## src/rtl/fpu_interco_pkg.sv

```systemverilog
// Shared definitions for the FPU APU interconnect.
// Contents:
//   slot_w()     - index width for a DEPTH-entry reorder buffer
//   apu_tag_t    - APU tag split into {core_id, slot} for the default configuration
//   slot_rec_t   - reorder-slot record {pending, done, data, flags} for the default configuration
package fpu_interco_pkg;

   localparam int unsigned DEF_ID_WIDTH        = 9;
   localparam int unsigned DEF_DATA_WIDTH      = 32;
   localparam int unsigned DEF_FLAGS_OUT_WIDTH = 5;
   localparam int unsigned DEF_DEPTH           = 4;

   function automatic int unsigned slot_w(input int unsigned depth);
      return $clog2(depth);
   endfunction

   localparam int unsigned DEF_SLOT_W = slot_w(DEF_DEPTH);

   typedef struct packed {
      logic [DEF_ID_WIDTH-DEF_SLOT_W-1:0] core_id;
      logic [DEF_SLOT_W-1:0]              slot;
   } apu_tag_t;

   typedef struct packed {
      logic                           pending;
      logic                           done;
      logic [DEF_DATA_WIDTH-1:0]      data;
      logic [DEF_FLAGS_OUT_WIDTH-1:0] flags;
   } slot_rec_t;

endpackage

```

## src/rtl/apu_rob.sv

```systemverilog
// Reorder buffer for APU responses.
// Slots are allocated in issue order, filled by tag in any order, and the
// head slot (rd_ptr) is presented until retired.
// Ports:
//   clk, rst_n            clock, synchronous active-low reset
//   alloc, alloc_idx      mark slot pending (issue)
//   wr_en, wr_idx,
//   wr_data, wr_flags     store a response and mark slot done
//   slot_open             wr_idx slot is pending and not yet done
//   retire                free the head slot and advance rd_ptr
//   head_valid,
//   head_data, head_flags head slot status and contents
module apu_rob
   import fpu_interco_pkg::*;
#(
   parameter int unsigned DATA_WIDTH      = 32,
   parameter int unsigned FLAGS_OUT_WIDTH = 5,
   parameter int unsigned DEPTH           = 4
) (
   input  logic                             clk,
   input  logic                             rst_n,
   input  logic                             alloc,
   input  logic [slot_w(DEPTH)-1:0]         alloc_idx,
   input  logic                             wr_en,
   input  logic [slot_w(DEPTH)-1:0]         wr_idx,
   input  logic [DATA_WIDTH-1:0]            wr_data,
   input  logic [FLAGS_OUT_WIDTH-1:0]       wr_flags,
   output logic                             slot_open,
   input  logic                             retire,
   output logic                             head_valid,
   output logic [DATA_WIDTH-1:0]            head_data,
   output logic [FLAGS_OUT_WIDTH-1:0]       head_flags
);

   localparam int unsigned SLOT_W = slot_w(DEPTH);

   logic [DEPTH-1:0]           pending;
   logic [DEPTH-1:0]           done;
   logic [SLOT_W-1:0]          rd_ptr;
   logic [DATA_WIDTH-1:0]      data_q  [DEPTH];
   logic [FLAGS_OUT_WIDTH-1:0] flags_q [DEPTH];

   // Allocation is applied last: it only lands on the retiring slot when the
   // buffer was empty or full, neither of which permits both in one cycle,
   // but letting it win keeps the slot consistent regardless.
   always_ff @(posedge clk) begin
      if (!rst_n) begin
         pending <= '0;
         done    <= '0;
         rd_ptr  <= '0;
      end else begin
         if (retire) begin
            pending[rd_ptr] <= 1'b0;
            done[rd_ptr]    <= 1'b0;
            rd_ptr          <= rd_ptr + SLOT_W'(1);
         end
         if (wr_en) begin
            done[wr_idx] <= 1'b1;
         end
         if (alloc) begin
            pending[alloc_idx] <= 1'b1;
            done[alloc_idx]    <= 1'b0;
         end
      end
   end

   // Payload needs no reset; it is only observed while the slot is done.
   always_ff @(posedge clk) begin
      if (wr_en) begin
         data_q[wr_idx]  <= wr_data;
         flags_q[wr_idx] <= wr_flags;
      end
   end

   always_comb begin
      slot_open  = pending[wr_idx] & ~done[wr_idx];
      head_valid = pending[rd_ptr] & done[rd_ptr];
      head_data  = data_q[rd_ptr];
      head_flags = flags_q[rd_ptr];
   end

endmodule

```

## src/rtl/fpu_apu_initiator.sv

```systemverilog
// Core-side APU initiator: tags each issued op with {CORE_ID, slot}, accepts
// every response, reorders completions and returns results in issue order.
// Ports:
//   clk, rst_n                               clock, synchronous active-low reset
//   core_req_i/core_gnt_o, core_operands_i,
//   core_op_i, core_flags_i                  core request side (zero-latency pass-through)
//   core_rvalid_o/core_rready_i,
//   core_rdata_o, core_rflags_o              in-order result to the core
//   apu_req_o/apu_gnt_i, apu_ID_o,
//   apu_operands_o, apu_op_o, apu_flags_o    APU request side
//   apu_rready_o, apu_rvalid_i, apu_rdata_i,
//   apu_rflags_i, apu_rID_i                  APU response side (always ready)
//   busy_o                                   any op outstanding or undelivered
//   protocol_err_o                           sticky unexpected-response flag
module fpu_apu_initiator
   import fpu_interco_pkg::*;
#(
   parameter int unsigned ID_WIDTH        = 9,
   parameter int unsigned NB_ARGS         = 2,
   parameter int unsigned OPCODE_WIDTH    = 6,
   parameter int unsigned DATA_WIDTH      = 32,
   parameter int unsigned FLAGS_IN_WIDTH  = 15,
   parameter int unsigned FLAGS_OUT_WIDTH = 5,
   parameter int unsigned DEPTH           = 4,
   parameter int unsigned CORE_ID         = 0
) (
   input  logic                            clk,
   input  logic                            rst_n,
   input  logic                            core_req_i,
   output logic                            core_gnt_o,
   input  logic [NB_ARGS*DATA_WIDTH-1:0]   core_operands_i,
   input  logic [OPCODE_WIDTH-1:0]         core_op_i,
   input  logic [FLAGS_IN_WIDTH-1:0]       core_flags_i,
   output logic                            core_rvalid_o,
   input  logic                            core_rready_i,
   output logic [DATA_WIDTH-1:0]           core_rdata_o,
   output logic [FLAGS_OUT_WIDTH-1:0]      core_rflags_o,
   output logic                            apu_req_o,
   input  logic                            apu_gnt_i,
   output logic [ID_WIDTH-1:0]             apu_ID_o,
   output logic [NB_ARGS*DATA_WIDTH-1:0]   apu_operands_o,
   output logic [OPCODE_WIDTH-1:0]         apu_op_o,
   output logic [FLAGS_IN_WIDTH-1:0]       apu_flags_o,
   output logic                            apu_rready_o,
   input  logic                            apu_rvalid_i,
   input  logic [DATA_WIDTH-1:0]           apu_rdata_i,
   input  logic [FLAGS_OUT_WIDTH-1:0]      apu_rflags_i,
   input  logic [ID_WIDTH-1:0]             apu_rID_i,
   output logic                            busy_o,
   output logic                            protocol_err_o
);

   localparam int unsigned SLOT_W = slot_w(DEPTH);
   localparam int unsigned TAG_W  = ID_WIDTH - SLOT_W;
   localparam logic [TAG_W-1:0] CORE_TAG = TAG_W'(CORE_ID);

   logic [SLOT_W:0]   count;
   logic [SLOT_W-1:0] wr_ptr;
   logic              credit;
   logic              issue_fire;
   logic              retire;
   logic              slot_open;
   logic              resp_ok;

   always_comb begin
      credit         = count < (SLOT_W+1)'(DEPTH);
      apu_req_o      = core_req_i & credit;
      core_gnt_o     = apu_gnt_i & credit;
      issue_fire     = apu_req_o & apu_gnt_i;
      apu_ID_o       = {CORE_TAG, wr_ptr};
      apu_operands_o = core_operands_i;
      apu_op_o       = core_op_i;
      apu_flags_o    = core_flags_i;
      apu_rready_o   = 1'b1;
      retire         = core_rvalid_o & core_rready_i;
      resp_ok        = apu_rvalid_i & (apu_rID_i[ID_WIDTH-1:SLOT_W] == CORE_TAG) & slot_open;
      busy_o         = count != '0;
   end

   always_ff @(posedge clk) begin
      if (!rst_n) begin
         count          <= '0;
         wr_ptr         <= '0;
         protocol_err_o <= 1'b0;
      end else begin
         if (issue_fire) begin
            wr_ptr <= wr_ptr + SLOT_W'(1);
         end
         if (issue_fire && !retire) begin
            count <= count + (SLOT_W+1)'(1);
         end else if (!issue_fire && retire) begin
            count <= count - (SLOT_W+1)'(1);
         end
         // A response for the slot being retired is already done, so it lands here too.
         if (apu_rvalid_i && !resp_ok) begin
            protocol_err_o <= 1'b1;
         end
      end
   end

   apu_rob #(
      .DATA_WIDTH      (DATA_WIDTH),
      .FLAGS_OUT_WIDTH (FLAGS_OUT_WIDTH),
      .DEPTH           (DEPTH)
   ) u_rob (
      .clk        (clk),
      .rst_n      (rst_n),
      .alloc      (issue_fire),
      .alloc_idx  (wr_ptr),
      .wr_en      (resp_ok),
      .wr_idx     (apu_rID_i[SLOT_W-1:0]),
      .wr_data    (apu_rdata_i),
      .wr_flags   (apu_rflags_i),
      .slot_open  (slot_open),
      .retire     (retire),
      .head_valid (core_rvalid_o),
      .head_data  (core_rdata_o),
      .head_flags (core_rflags_o)
   );

endmodule

```

## config.mk

```make
export PLATFORM = sky130hd
export DESIGN_NAME = fpu_apu_initiator
export DESIGN_NICKNAME = d
export VERILOG_FILES = /design/src/rtl/fpu_interco_pkg.sv /design/src/rtl/apu_rob.sv /design/src/rtl/fpu_apu_initiator.sv
export SDC_FILE = /design/constraint.sdc
export NUM_CORES = 1
export LEC_CHECK = 0
export ABC_CLOCK_PERIOD_IN_PS = 2800
export BUFFER_PORTS_ARGS = -buffer_cell sky130_fd_sc_hd__buf_2
export CORE_ASPECT_RATIO = 1.75
export CORE_MARGIN = 4
export CORE_UTILIZATION = 49
export CTS_CLUSTER_SIZE = 14
export DETAILED_ROUTE_END_ITERATION = 7
export PLACE_DENSITY = 0.78
export REMOVE_ABC_BUFFERS = 1
export SLEW_MARGIN = 20
export SYNTH_ARGS = -nofsm -noshare
export SYNTH_HDL_FRONTEND = slang
export SYNTH_SLANG_ARGS = --single-unit
export TNS_END_PERCENT = 30
```

## constraint.sdc

```tcl
create_clock -name clk -period 2.8 [get_ports clk]
set_clock_uncertainty 0.15 [all_clocks]
set_input_delay 0.56 -clock clk [delete_from_list [all_inputs] [get_ports clk]]
set_output_delay 0.56 -clock clk [all_outputs]
set_load 0.01 [all_outputs]
```

==> results of run 1 <==
cells in the mapped netlist:
cell	instances
and2_1	3
dfxtp_1	18
xnor2_1	2
o211a_1	5
and3b_1	1
o21a_1	4
nor2b_1	5
nor2_1	2
ha_1	9
o21ai_0	5
a211oi_1	1
o2111ai_1	1
and4_1	2
mux2i_1	5
clkbuf_1	7
a21boi_0	5
conb_1	2
and4b_1	3
edfxtp_1	148
fa_1	1
nor2_4	1
or3_1	2
a21oi_1	1
buf_2	4
nand2_1	16
inv_2	1
inv_1	8
buf_4	93
mux4_2	39
nor4_1	1
xor2_1	1
flip-flops by register name, summed over array words and instances, names as in the netlist, named ones only:
name            flops
u_rob.done          4
u_rob.rd_ptr        2
count               3
wr_ptr              2
u_rob.data_q      128
u_rob.flags_q      20
protocol_err_o      1
u_rob.pending       4
report_power, final:
group          switching, uW  total, uW  internal, uW
Sequential              9.70       2710          2700
Combinational           73.4        130          56.7
Clock                   1040       2240          1190
Total                   1130       5080          3950
routing by layer:
metal	track usage	vias up	wire length (um)
met1	0.1797	1656	4770
met2	0.4654	289	11550
met3	0.2650	43	4599
met4	0.1754	6	1629
met5	0.03077	-	79
li1	-	1461	-
cell families (layout without fill, tap and decap cells):
group	Yosys count	after routing	synth area share
DFF	166	166	0.6819
buffers and inverters	113	144	0.1105
muxes	44	44	0.1318
and+or+nand+nor	36	36	0.02895
AOI/OAI and AO/OA	22	22	0.02326
adders and majority gates	10	10	0.01882
xor gates and xnor gates	3	3	0.003730
other	2	8	0.001066
final cells by class:
type                       count  area share
timing repair buffer         103     0.07737
multi-input combinational    123      0.1928
sequential                   166      0.6219
inverter                       9    0.004370
tap                          177     0.02865
clock inverter                15     0.01991
clock buffer                  17     0.05503
worst max path at each step:
stage | endpoint | slack (ns) | cells past startpoint
finish | count[2]$_SDFFE_PN0P_ | 0.17 | 10
global route | count[2]$_SDFFE_PN0P_ | 0.008 | 10
CTS | count[2]$_SDFFE_PN0P_ | 0.16 | 10
detailed placement | count[2]$_SDFFE_PN0P_ | 0.20 | 10
global placement | count[2]$_SDFFE_PN0P_ | 0.33 | 10
floorplan | core_rdata_o[0] | -0.24 | 1
stage by stage:
step,TNS (ns),cells,hold slack (ns)
finish,0,610,0.2027
global route,0,610,0.1895
CTS,0,610,0.1873
detailed placement,0,578,0.3546
global placement,0,578,0.3505
floorplan,-8.999,298,0.3262
==> flow_metrics.env, run 1 <==
export IMPL_fillCellCount=1129
export IMPL_fin_area_um2=7730
export IMPL_drt_iter0_markers=190
export IMPL_slowest_stage="mux4_2"
export IMPL_min_path_cells=1
export IMPL_p_leak_uw=0.002720
export IMPL_rsz0062_at_grt="no"
export IMPL_multi_input_area_um2=1490
export IMPL_hold_path_class="in -> reg"
export IMPL_rows=57
export IMPL_critPathRequiredTime_ns=2.98
export IMPL_grt_pass1_wl_um=30260
export IMPL_drc=0
export IMPL_drive_gt1_frac=0.4203
export IMPL_power_density_nw_per_um2=656.8
export IMPL_finalMaxSlewViolations=0
export IMPL_grt_max_degree=38
export IMPL_vdd_drop_max_mv=0.4224
export IMPL_netlist_instances=396
export IMPL_cts_setup_buffers=0
export IMPL_viasPerCell=5.664
export IMPL_cts_root_buffer="clkbuf_16"
export IMPL_core_area_um2=13980
export IMPL_r2r_cells=10
export IMPL_die_height_um=166.6
export IMPL_slowest_delay_ns=0.49
export IMPL_cts_buffers=17
export IMPL_gp_congestion=0.9218
export IMPL_min_from="apu_rdata_i[22]"
export IMPL_die_area_um2=16440
export IMPL_path_clk_slew_ns=0.07
export IMPL_layout_area_overhead_vs_synth_pct=9.714
export IMPL_reg2reg_to="count[2]$_SDFFE_PN0P_"
export IMPL_post_dp_cell_area_um2=7151
export IMPL_seqCellArea_um2=4807
export IMPL_syn_area_um2=7046
export IMPL_synth_top_cell_by_area="edfxtp_1"
export IMPL_worstSetupEndpointType="flop"
export IMPL_cp_top_family="adder cells"
export IMPL_cp_startpoint="u_rob.rd_ptr[0]$_SDFFE_PN0N_"
export IMPL_grtUsageTotal=0.2791
export IMPL_path_max_fanout=10
export IMPL_grt_pass1_vias=3639
export IMPL_period_minus_slack_ns=2.626
export IMPL_ant_nets=0
export IMPL_wl_per_cell_um=37.09
export IMPL_worstPathArrival_ns=2.81
export IMPL_ys_seq_elements=166
export IMPL_r2r_start="u_rob.rd_ptr[0]$_SDFFE_PN0N_"
export IMPL_fin_util=0.5530
export IMPL_first_pass_iters=4
export IMPL_synth_top_cells_by_area="edfxtp_1 (63%), mux4_2 (12%), buf_4 (9.9%)"
export IMPL_port_buffers=95
export IMPL_fmax_ghz=0.3807
export IMPL_setup_viol=0
export IMPL_final_common_cell="edfxtp_1"
export IMPL_cp_cell_sequence="inv_2 -> mux4_2 -> nor2_4 -> inv_1 -> ha_1 -> inv_1 -> fa_1 -> xor2_1 -> or3_1 -> a21boi_0"
export IMPL_critPathBufInv=3
export IMPL_cts_sinks=166
export IMPL_final_hold_violation_count=0
export IMPL_power_total_uw=5077
export IMPL_io_pins=274
export IMPL_cts_buffer_depth=2
export IMPL_synth_warnings=0
export IMPL_yosysSeqAreaShare=0.6819
export IMPL_r2r_setup_slack_ns=0.17
export IMPL_worstSetupPathType="reg -> reg"
export IMPL_tritoncts="done"
export IMPL_drv_cap=0
export IMPL_min_period_over_period=0.9380
export IMPL_die_w_um=98.65
export IMPL_cp_start_kind="flop"
export IMPL_diodes=0
export IMPL_crit_path_frequent_cell="inv_1"
export IMPL_hold_buffers=0
export IMPL_synth_cell_types=31
export IMPL_routed_wl_um=22630
export IMPL_fin_nets=567
export IMPL_antenna_found_initial=1
export IMPL_pre_cts_slack_ns=0.2037
export IMPL_gr_total_overflow=0
export IMPL_vias=3455
export IMPL_mostFrequentLayoutCells="edfxtp_1 (148), buf_2 (95), mux4_2 (39)"
export IMPL_min_to="u_rob.data_q[3][22]$_DFFE_PP_"
export IMPL_h_tree_depth=4
export IMPL_clock_latency_ns=0.42
export IMPL_hpwl_um=18540
export IMPL_status="completed"
export IMPL_netlist_area_leader_share=0.6308
export IMPL_layout_setup_ws_ns=0.1736
export IMPL_syn_area_per_cell_um2=17.79
export IMPL_cts_resized=0
export IMPL_start_util=0.5040
No activity file was read; power rests on OpenSTA's default activity.
==> inputs of run 2 (changes only) <==
- ABC_AREA: not set -> 1
==> flow_metrics.env, run 2 <==
export IMPL_cts_sinks=166
export IMPL_worstSetupEndpointType="output pin"
export IMPL_vias=4588
export IMPL_worstPathArrival_ns=1.94
export IMPL_status="completed"
export IMPL_h_tree_depth=4
export IMPL_hpwl_um=19770
export IMPL_gp_congestion=0.9203
export IMPL_yosysSeqAreaShare=0.6686
export IMPL_layout_area_overhead_vs_synth_pct=9.699
export IMPL_drive_gt1_frac=0.2516
export IMPL_fin_nets=762
export IMPL_yosysMostFrequentCell="edfxtp_1"
export IMPL_cts_root_buffer="clkbuf_16"
export IMPL_setup_viol=0
export IMPL_hold_buffers=0
export IMPL_synth_warnings=0
export IMPL_p_comb_frac=0.024
export IMPL_tritoncts="done"
export IMPL_synth_ff_type="edfxtp_1"
export IMPL_die_area_um2=16740
export IMPL_min_to="u_rob.data_q[2][17]$_DFFE_PP_"
export IMPL_cp_start_kind="flop"
export IMPL_largest_reg_flops=128
export IMPL_path_max_fanout=32
export IMPL_layout_setup_ws_ns=0.1497
export IMPL_power_density_nw_per_um2=664.0
export IMPL_mostFrequentLayoutCells="edfxtp_1 (148), buf_2 (95), nor2_1 (85)"
export IMPL_drt_iter0_markers=487
export IMPL_fmax_ghz=0.3773
export IMPL_grt_max_degree=75
export IMPL_final_common_cell="edfxtp_1"
export IMPL_path_clk_slew_ns=0.07
export IMPL_worstSetupPathType="reg -> out"
export IMPL_min_path_cells=1
export IMPL_netlist_area_leader_share=0.6185
export IMPL_regMostFlops="u_rob.data_q"
export IMPL_synth_top_cell_by_area="edfxtp_1"
export IMPL_top_regs="u_rob.data_q (128), u_rob.flags_q (20)"
export IMPL_internal_power_uw=4122
export IMPL_first_pass_iters=5
export IMPL_placedCellCount=776
export IMPL_syn_area_um2=7186
export IMPL_r2r_start="u_rob.rd_ptr[0]$_SDFFE_PN0N_"
export IMPL_critPathRequiredTime_ns=2.09
export IMPL_ys_seq_elements=166
export IMPL_fillCellCount=1170
export IMPL_p_leak_uw=0.002903
export IMPL_synth_edf_count=148
export IMPL_r2r_cells=12
export IMPL_viasPerCell=5.664
export IMPL_hold_slack_ns=0.2052
export IMPL_p_seq_frac=0.517
export IMPL_swShare=0.2125
export IMPL_power_frac_clock=0.458
export IMPL_p_sw_uw=1112
export IMPL_fin_tns_setup_ns=0
export IMPL_cts_buffer_depth=2
export IMPL_period_minus_slack_ns=2.650
export IMPL_hold_path_class="in -> reg"
export IMPL_async_reset_ff_frac=0
export IMPL_rows=58
export IMPL_worst_slew_pin_slew_ns=0.5895
export IMPL_routed_wl_um=24770
export IMPL_r2r_setup_slack_ns=0.55
export IMPL_clock_latency_ns=0.41
export IMPL_instances_no_fill=810
export IMPL_core_area_um2=14370
export IMPL_yosys_top_cells_count="edfxtp_1 (148), buf_4 (98), nor2_1 (85)"
export IMPL_pre_cts_slack_ns=0.5160
export IMPL_ant_nets=0
export IMPL_min_from="apu_rdata_i[17]"
export IMPL_drc=0
export IMPL_grt_pass1_wl_um=33260
export IMPL_reg2reg_to="count[2]$_SDFFE_PN0P_"
export IMPL_grt_pass1_vias=4433
export IMPL_min_period_over_period=0.9465
export IMPL_synth_top_cells_by_area="edfxtp_1 (62%), buf_4 (10%), dfxtp_1 (5.0%)"
export IMPL_port_buffers=95
export IMPL_grtUsageTotal=0.2950
export IMPL_die_w_um=99.54
export IMPL_finalMaxSlewViolations=0
export IMPL_start_util=0.5001
export IMPL_final_hold_violation_count=0
export IMPL_io_pins=274
export IMPL_gr_total_overflow=0
export IMPL_vdd_drop_max_mv=0.4441
export IMPL_rsz0062_at_grt="no"
export IMPL_drv_cap=0
export IMPL_synth_cell_types=22
export IMPL_cts_setup_buffers=0
export IMPL_antenna_found_initial=2
export IMPL_die_height_um=168.2
export IMPL_wl_per_cell_um=30.58
export IMPL_cts_resized=0
export IMPL_netlist_instances=599
export IMPL_slew_headroom=0.6064
export IMPL_syn_area_per_cell_um2=12.00
export IMPL_cts_buffers=17
## run 2: cell count changes after synthesis, moves of 7 or more
cell | before | now
nor2_1 | 2 | 85
o21ai_0 | 5 | 56
mux4_2 | 39 | 0
o22ai_1 | 0 | 37
o21ai_1 | 0 | 23
nand2_1 | 16 | 36
a21oi_1 | 1 | 17
nand3_1 | 0 | 10
inv_1 | 8 | 17
nand4_1 | 0 | 8
clkbuf_1 | 7 | 14
## run 2: per-layer routing
| layer | GRT usage | part of all wire | vias up |
|---|---|---|---|
| met3 | 0.2595 | 0.20 | 53 |
| met4 | 0.2128 | 0.084 | 0 |
| met1 | 0.2013 | 0.23 | 2141 |
| li1 | - | - | 2059 |
| met2 | 0.4868 | 0.48 | 335 |
| met5 | 0 | 0 | - |
## run 2: critical path: stages (launching register included)
cell	delay, ns
dfxtp_2	0.33
inv_2	0.43
buf_4	0.31
o21ai_0	0.10
o22ai_1	0.18
buf_2	0.17
## run 2: final cells by class
cell class	count	area, um2	area share
clock buffer	17	425.4	0.05397
tap	180	225.2	0.02857
clock inverter	15	203.9	0.02587
timing repair buffer	108	626.9	0.07952
sequential	166	4806	0.6097
antenna	2	5.005	0.0006349
inverter	24	90.09	0.01143
multi-input combinational	298	1500	0.1903
## run 2: cells by family after synthesis
kind of cell,count (synthesis),share of synthesized area
simple gates,147,0.08706
fa+ha+maj,10,0.01846
compound gates,133,0.09908
flops,166,0.6686
buf+inv,141,0.1257
other cells,2,0.001045
## run 2: metrics by stage
stage               total power, uW  cell area (um2)    util
finish                         5234             7883  0.5486
floorplan                      2809             6395       -
detailed placement             2887             7244  0.5042
global placement               2876             7244  0.5042
CTS                            5261             7874  0.5480
global route                   5391             7883  0.5486
## run 2: how the worst max path moves through the flow
stage | slack (ns) | endpoint | cells after the start
finish | 0.15 | core_rdata_o[1] | 5
global route | 0.05 | core_rdata_o[7] | 5
CTS | 0.08 | core_rdata_o[17] | 4
detailed placement | 0.52 | count[2]$_SDFFE_PN0P_ | 13
global placement | 0.60 | count[1]$_SDFFE_PN0P_ | 10
floorplan | -0.42 | core_rdata_o[0] | 3
## run 2: power by group through the flow
stage          sequential, uW  clock, uW  combinational [uW]
2_1_floorplan            2760          0                45.3
6_report                 2710       2400                 127
5_1_grt                  2710       2540                 142
3_5_place_dp             2760          0                 125
3_3_place_gp             2760          0                 115
4_1_cts                  2710       2430                 125
==> inputs of run 3 (changes only) <==
- CELL_PAD_IN_SITES_DETAIL_PLACEMENT: not set -> 0
- CELL_PAD_IN_SITES_GLOBAL_PLACEMENT: not set -> 1
- CORE_UTILIZATION: 49 -> 38
- PLACE_DENSITY: 0.78 -> 0.79
==> flow_metrics.env, run 3 (synthesis gave the netlist of run 2 again) <==
export IMPL_status="completed"
export IMPL_reg2reg_to="count[2]$_SDFFE_PN0P_"
export IMPL_hold_buffers=0
export IMPL_min_to="u_rob.flags_q[0][0]$_DFFE_PP_"
export IMPL_final_hold_violation_count=0
export IMPL_worstPathArrival_ns=1.87
export IMPL_cts_root_buffer="clkbuf_16"
export IMPL_grtUsageMet2=0.3618
export IMPL_worstSetupEndpointType="output pin"
export IMPL_drc=0
export IMPL_diodes=0
export IMPL_worstSetupPathType="reg -> out"
export IMPL_die_w_um=112.0
export IMPL_cts_buffers=17
export IMPL_grtUsageTotal=0.2255
export IMPL_wl_per_cell_um=28.18
export IMPL_h_tree_depth=4
export IMPL_first_pass_iters=5
export IMPL_drt_iter0_markers=254
export IMPL_setup_viol=0
export IMPL_gr_total_overflow=0
export IMPL_r2r_start="u_rob.rd_ptr[0]$_SDFFE_PN0N_"
export IMPL_clock_latency_ns=0.42
export IMPL_fin_area_um2=7880
export IMPL_mostFrequentLayoutCells="edfxtp_1 (148), buf_2 (95), nor2_1 (85)"
export IMPL_power_density_nw_per_um2=636.3
export IMPL_top_usage_layer="met2"
export IMPL_grt_use_met3=0.2317
export IMPL_seqCellArea_um2=4806
export IMPL_hold_slack_ns=0.2089
export IMPL_antenna_found_initial=1
export IMPL_finalMaxSlewViolations=0
export IMPL_cts_buffer_depth=2
export IMPL_p_leak_uw=0.002850
export IMPL_viasPerCell=5.234
export IMPL_drive_gt1_frac=0.2496
export IMPL_top_regs="u_rob.data_q (128), u_rob.flags_q (20)"
export IMPL_gp_congestion=0.8221
export IMPL_regMostFlops="u_rob.data_q"
export IMPL_min_period_over_period=0.9202
export IMPL_hold_path_class="in -> reg"
export IMPL_core_area_um2=18580
export IMPL_cts_sinks=166
export IMPL_fillCellCount=1729
export IMPL_grt_max_degree=75
export IMPL_io_pins=274
export IMPL_post_dp_cell_area_um2=7320
export IMPL_fmax_ghz=0.3881
export IMPL_port_buffers=95
export IMPL_die_area_um2=21260
export IMPL_rows=66
export IMPL_cp_start_kind="flop"
export IMPL_routed_wl_um=24320
export IMPL_min_path_cells=1
export IMPL_fin_tns_setup_ns=0
export IMPL_path_clk_slew_ns=0.06
export IMPL_grt_pass1_wl_um=33270
export IMPL_path_max_fanout=37
export IMPL_cp_top_family="buffers and inverters"
export IMPL_cts_setup_buffers=0
export IMPL_multi_input_area_um2=1500
export IMPL_fin_nets=759
export IMPL_cp_cell_sequence="buf_4 -> o21ai_0 -> o22ai_1 -> buf_2"
export IMPL_period_minus_slack_ns=2.577
export IMPL_grt_pass1_vias=4518
export IMPL_r2r_setup_slack_ns=0.58
export IMPL_layout_area_overhead_vs_synth_pct=9.664
export IMPL_ant_nets=0
export IMPL_critPathBufInv=2
export IMPL_vdd_drop_max_mv=0.3594
export IMPL_tritoncts="done"
export IMPL_slowest_delay_ns=0.40
export IMPL_min_from="apu_rflags_i[0]"
export IMPL_start_util=0.3867
export IMPL_grt_use_met1=0.1708
export IMPL_slowest_stage="buf_4"
export IMPL_critPathRequiredTime_ns=2.09
export IMPL_final_common_cell="edfxtp_1"
export IMPL_cts_resized=0
export IMPL_hpwl_um=18540
export IMPL_die_height_um=189.9
export IMPL_largest_reg_flops=128
export IMPL_r2r_cells=12
export IMPL_drv_cap=0
export IMPL_fin_util=0.4241
export IMPL_vias=4517
export IMPL_rsz0062_at_grt="no"
[run 3: cell types whose count changed in the layout (fill, tap and decap cells not counted), moves of 2 or more]
cell	change
buf_4	-4
clkinvlp_4	+6
clkinv_2	+4
inv_8	-6
buf_12	+2
clkinv_8	-2
diode_2	-2
[run 3: final cells by class]
| cell class | count | share of cell area |
|---|---|---|
| Timing Repair Buffer | 105 | 0.07939 |
| Inverter | 24 | 0.01191 |
| Tap cell | 238 | 0.03779 |
| Clock inverter | 15 | 0.01667 |
| Sequential cell | 166 | 0.6099 |
| Clock buffer | 17 | 0.05399 |
| Multi-Input combinational cell | 298 | 0.1904 |
[run 3: where the power goes]
part           internal [uW]  switching [uW]  leakage [uW]
Combinational           47.8            80.7       0.00111
Sequential              2700            8.31       0.00148
Clock                   1230             952      0.000262
Total                   3970            1040       0.00285
[run 3: routing by layer]
layer  wire length (um)  share of wire  vias up
met3               5154           0.21       43
met4               1036          0.043        6
met1               6548           0.27     2120
met5                 99         0.0041        -
met2              11480           0.47      297
li1                   -              -     2051
[run 3: metrics by stage]
| stage | worst slack [ns] | instances | power, uW |
|---|---|---|---|
| detailed placement | 0.5519 | 831 | 2890 |
| floorplan | -0.4153 | 488 | 2809 |
| CTS | 0.1112 | 863 | 5042 |
| global route | 0.1469 | 863 | 5178 |
| finish | 0.2233 | 863 | 5014 |
| global placement | 0.5611 | 831 | 2881 |
[run 3: worst max-delay path by stage]
stage,start,to,cells past startpoint
floorplan,flop,core_rdata_o[0],3
global placement,apu_gnt_i,count[2]$_SDFFE_PN0P_,13
detailed placement,apu_gnt_i,count[2]$_SDFFE_PN0P_,13
CTS,flop,core_rdata_o[20],5
global route,flop,core_rflags_o[1],4
finish,flop,core_rflags_o[1],4
